File: config.mk
export PLATFORM = sky130hd
export DESIGN_NAME = pipe_stage_reg
export DESIGN_NICKNAME = d
export VERILOG_FILES = /design/src/rtl/pipe_stage_reg_pkg.sv /design/src/rtl/pipe_stage_reg.sv
export SDC_FILE = /design/constraint.sdc
export NUM_CORES = 1
export LEC_CHECK = 0
export CORE_AREA = 2 2 99 101
export DETAILED_ROUTE_END_ITERATION = 7
export DIE_AREA = 0 0 101 103
export HOLD_SLACK_MARGIN = 0.05
export PLACE_DENSITY = 0.88
export RECOVER_POWER = 25
export SYNTH_ARGS = -nofsm -noshare
export SYNTH_HDL_FRONTEND = slang
export SYNTH_SLANG_ARGS = --single-unit
File: constraint.sdc
create_clock -name clk -period 2.6 [get_ports clk]
set_input_delay 0.26 -clock clk [delete_from_list [all_inputs] [get_ports clk]]
set_output_delay 0.26 -clock clk [all_outputs]
set_load 0.05 [all_outputs]
File: src/rtl/pipe_stage_reg_pkg.sv
// rtl/pipe_stage_reg_pkg.sv - shared types for the lc3b pipeline stage registers
package pipe_stage_reg_pkg;

    typedef enum logic [1:0] {
        PS_EMPTY = 2'd0,
        PS_BUSY  = 2'd1,
        PS_FULL  = 2'd2
    } pipe_state_t;

    // Decode/execute bundle; field order fixes the bit layout seen downstream.
    typedef struct packed {
        logic [15:0] npc;
        logic [9:0]  cw;
        logic [15:0] ir;
        logic [15:0] sr1;
        logic [15:0] sr2;
        logic [2:0]  cc;
        logic [2:0]  dr;
    } lc3b_de_ex_t;

    localparam int DE_EX_W = $bits(lc3b_de_ex_t);

    function automatic logic [1:0] occ_of(input pipe_state_t s);
        case (s)
            PS_BUSY: return 2'd1;
            PS_FULL: return 2'd2;
            default: return 2'd0;
        endcase
    endfunction

endpackage

File: src/rtl/pipe_stage_reg.sv
// rtl/pipe_stage_reg.sv - valid/ready pipeline stage register with flush, optional skid slot and stall counter
module pipe_stage_reg
    import pipe_stage_reg_pkg::*;
#(
    parameter int WIDTH = DE_EX_W,
    parameter int SKID  = 0,
    parameter int CNT_W = 16
) (
    input  logic             clk,
    input  logic             reset,
    input  logic             flush,
    input  logic             in_valid,
    output logic             in_ready,
    input  logic [WIDTH-1:0] in_data,
    output logic             out_valid,
    input  logic             out_ready,
    output logic [WIDTH-1:0] out_data,
    output logic [1:0]       occupancy,
    output logic [CNT_W-1:0] stall_cnt
);

    logic accept;
    logic issue;

    assign accept = in_valid & in_ready;
    assign issue  = out_valid & out_ready;

    // Counts downstream back-pressure only; flush does not touch it.
    always_ff @(posedge clk) begin
        if (reset) begin
            stall_cnt <= '0;
        end else if (out_valid && !out_ready && !(&stall_cnt)) begin
            stall_cnt <= stall_cnt + CNT_W'(1);
        end
    end

    if (SKID == 0) begin : g_single

        assign in_ready  = ~reset & ~flush & (~out_valid | out_ready);
        assign occupancy = {1'b0, out_valid};

        always_ff @(posedge clk) begin
            if (reset) begin
                out_valid <= 1'b0;
                out_data  <= '0;
            end else if (flush) begin
                out_valid <= 1'b0;
            end else if (accept) begin
                out_data  <= in_data;
                out_valid <= 1'b1;
            end else if (issue) begin
                out_valid <= 1'b0;
            end
        end

    end else begin : g_skid

        pipe_state_t      state;
        logic [WIDTH-1:0] main_q;
        logic [WIDTH-1:0] skid_q;

        // in_ready depends only on state, so out_ready never reaches upstream combinationally.
        assign in_ready  = ~reset & ~flush & (state != PS_FULL);
        assign out_valid = (state != PS_EMPTY);
        assign out_data  = main_q;
        assign occupancy = occ_of(state);

        always_ff @(posedge clk) begin
            if (reset) begin
                state  <= PS_EMPTY;
                main_q <= '0;
                skid_q <= '0;
            end else if (flush) begin
                state <= PS_EMPTY;
            end else begin
                case (state)
                    PS_EMPTY: begin
                        if (accept) begin
                            main_q <= in_data;
                            state  <= PS_BUSY;
                        end
                    end
                    PS_BUSY: begin
                        if (accept && issue) begin
                            main_q <= in_data;
                        end else if (accept) begin
                            skid_q <= in_data;
                            state  <= PS_FULL;
                        end else if (issue) begin
                            state <= PS_EMPTY;
                        end
                    end
                    PS_FULL: begin
                        if (issue) begin
                            main_q <= skid_q;
                            state  <= PS_BUSY;
                        end
                    end
                    default: state <= PS_EMPTY;
                endcase
            end
        end

    end

endmodule

==> load_flow_metrics.sql <==
INSERT INTO impl_metrics (metric_group, metric, value, unit) VALUES
('status', 'run_status', 'completed', ''),
('yosys', 'yosys.cell_count.top_type', 'nand2_1', ''),
('finish', 'antennaDiodeCount', '0', ''),
('placement', 'placed_cells', '723', ''),
('yosys', 'compound_cell_area_share_of_the_yosys_netlist', '14.8', '%'),
('detailed_routing', 'route.antenna.remaining_nets', '0', ''),
('worst_setup_path', 'critical_path_peak_fanout', '9', ''),
('timing', 'maxSlewViolCount', '0', ''),
('detailed_routing', 'drt-total-wl', '10200', 'um'),
('placement', 'dpl-instance-area', '5540', 'um^2'),
('timing', 'achievable-frequency', '489', 'MHz'),
('clock_network', 'cts_hold_buffers', '0', ''),
('finish', 'drive_gt1_share', '5.92', '%'),
('finish', 'synthToLayoutAreaGrowth', '57.4', '%'),
('worst_setup_path', 'cp_num_cells', '1', ''),
('clock_network', 'ctsHtreeMaxLevel', '3', ''),
('placement', 'buffer_ports.inserted', '183', ''),
('worst_setup_path', 'cp_data_required_time', '2.34', 'ns'),
('timing', 'unrepaired_setup_endpoints_after_global_routing', 'no', ''),
('global_route', 'global_route_usage_over_all_layers', '19.1', '%'),
('finish', 'design_area', '5740', 'um^2'),
('pwr', 'cellPowerDensity', '535', 'nW/um^2'),
('floorplanning', 'fp.dieH', '103', 'um'),
('timing', 'worst_slew_margin_rel', '41.5', '%'),
('timing', 'final.setup_skew', '0.00964', 'ns'),
('placement', 'worst_setup_slack_post_dpl', '0.610', 'ns'),
('clock_network', 'clock-sinks', '97', ''),
('placement', 'detailedPlacementHpwl', '7360', 'um'),
('yosys', 'dominant_combinational_cell_family_by_area_after_synthesis', 'simple AND/OR/NAND/NOR gates', ''),
('yosys', 'synth_top_cell_area_share', '53.2', '%'),
('floorplanning', 'rows', '36', ''),
('global_route', 'largest_net_degree_at_the_start_of_global_routing', '57', ''),
('detailed_routing', 'drt_pass1_iterations', '4', ''),
('yosys', 'synth_top_cells_by_area', 'dfxtp_1 53%, nand2_1 17%, a21oi_1 12%, clkbuf_1 2.8%, nor2_1 1.3%', ''),
('clock_network', 'ctsLongestPathBuffers', '2', ''),
('finish', 'multi_input_area', '1580', 'um^2'),
('timing', 'post-route-period-util', '78.6', '%'),
('finish', 'fill_cells', '815', ''),
('worst_setup_path', 'worst_ep_arrival_time', '1.78', 'ns'),
('global_route', 'global_route.overflow_total', '0', ''),
('worst_setup_path', 'cp_slowest_cell', 'clkdlybuf4s50_1', ''),
('yosys', 'synth_enable_flop_cells', '0', ''),
('clock_network', 'clk_pin_slew', '0.10', 'ns'),
('pwr', 'max-vdd-ir-drop', '361', 'uV'),
('floorplanning', 'die_width', '101', 'um'),
('global_route', 'grt_pass1_wl', '16000', 'um'),
('global_route', 'number_of_antenna_violations_at_the_first_check_in_global_routing', '0', ''),
('clock_network', 'cts_setup_buffers', '0', ''),
('floorplanning', 'fp.coreArea', '9460', 'um^2'),
('worst_setup_path', 'setup.worst_path.start_class', 'register', ''),
('timing', 'layout_setup_ws', '0.555', 'ns'),
('worst_setup_path', 'largest_stage_delay_on_the_critical_path', '0.88', 'ns'),
('placement', 'routabilityCongestion', '0.891', ''),
('yosys', 'netlist-cell-type-count', '42', ''),
('yosys', 'synth_mux_area_share', '1.61', '%'),
('yosys', 'synth_async_sr_flop_share', '0', '%'),
('detailed_routing', 'post_drt_via_cell_ratio', '5.03', ''),
('clock_network', 'post_cts_resize_count', '0', ''),
('timing', 'setup-violations-final', '0', ''),
('timing', 'finalSetupTns', '0', 'ns'),
('worst_setup_path', 'cp_num_buf_inv', '1', ''),
('floorplanning', 'initial_core_utilization', '38.6', '%'),
('yosys', 'post_synth_inst_count', '451', ''),
('detailed_routing', 'number_of_design_rule_violations_left_by_the_first_detailed_router_iteration', '116', ''),
('timing', 'fin_worst_hold_slack', '0.363', 'ns'),
('finish', 'fin_nets', '706', ''),
('detailed_routing', 'route.vias.total', '3714', ''),
('detailed_routing', 'drc', '0', ''),
('clock_network', 'cts_buffers', '9', ''),
('worst_setup_path', 'path_delay_family', 'buffers and inverters', ''),
('worst_setup_path', 'crit_path_end_kind', 'output port', '');
## power by group
part           switching [mW]  internal (mW)  total [mW]
Clock                   0.527          0.505        1.03
Combinational           0.277          0.212       0.489
Sequential             0.0222           1.53        1.55
Total                   0.826           2.24        3.07
## cell families after synthesis
| logic type | Yosys count |
|---|---|
| flops | 97 |
| buf+inv | 31 |
| other cells | 1 |
| fa+ha+maj | 1 |
| compound gates | 99 |
| xor+xnor | 2 |
| simple gates | 215 |
| mux | 5 |
## final cells by class
type | instances | share of cell area [%]
sequential | 97 | 33.8
timing repair buffer | 188 | 32.4
multi-input combinational | 323 | 27.5
clock buffer | 11 | 2.64
tap | 114 | 2.48
clock inverter | 5 | 1.07
inverter | 1 | 0.0654
## cell usage in the layout (no fill, tap or decap), types with 3 or more instances in the layout
cell and n:
o21ai_0 4, dfxtp_1 97, nand4_1 3, nor2_1 13
buf_4 5, nor3_1 7, a31oi_1 3, nand2_1 162
clkdlybuf4s50_1 180, mux2_2 3, nor2b_1 5, clkbuf_8 11
a21oi_1 85, nand3_1 5
## path summary, 6_finish.rpt
path / start / slack [ns] / to
worst max-delay path: stall_cnt[2]$_SDFFE_PP0P_ / 0.56 / stall_cnt[2]
worst min-delay path: reset / 0.36 / stall_cnt[0]$_SDFFE_PP0P_
worst max register to register: stall_cnt[9]$_SDFFE_PP0P_ / 0.60 / stall_cnt[3]$_SDFFE_PP0P_
worst min register to register: out_data[33]$_SDFFE_PP0P_ / 0.46 / out_data[33]$_SDFFE_PP0P_
## metal layers
layer / GRT usage (%) / up-vias / wire length (um)
li1: - / 1833 / -
met1: 20.9 / 1731 / 4050
met2: 33.6 / 140 / 5040
met3: 8.20 / 10 / 963
met4: 6.24 / 0 / 132
met5: 0 / - / 0
## sequential cells by signal, indices dropped and copies added, names as in the netlist
name and flops:
stall_cnt 16, out_valid 1, out_data 80
## metrics by stage
step                      power [mW]  util (%)
after detailed placement        2.08      58.6
after floorplan                 1.84         -
final                           3.07      60.7
after global routing            3.19      60.7
after CTS                       3.11      60.8
after global placement          2.07      58.6
Note: power is estimated with default switching activity, not from simulation.
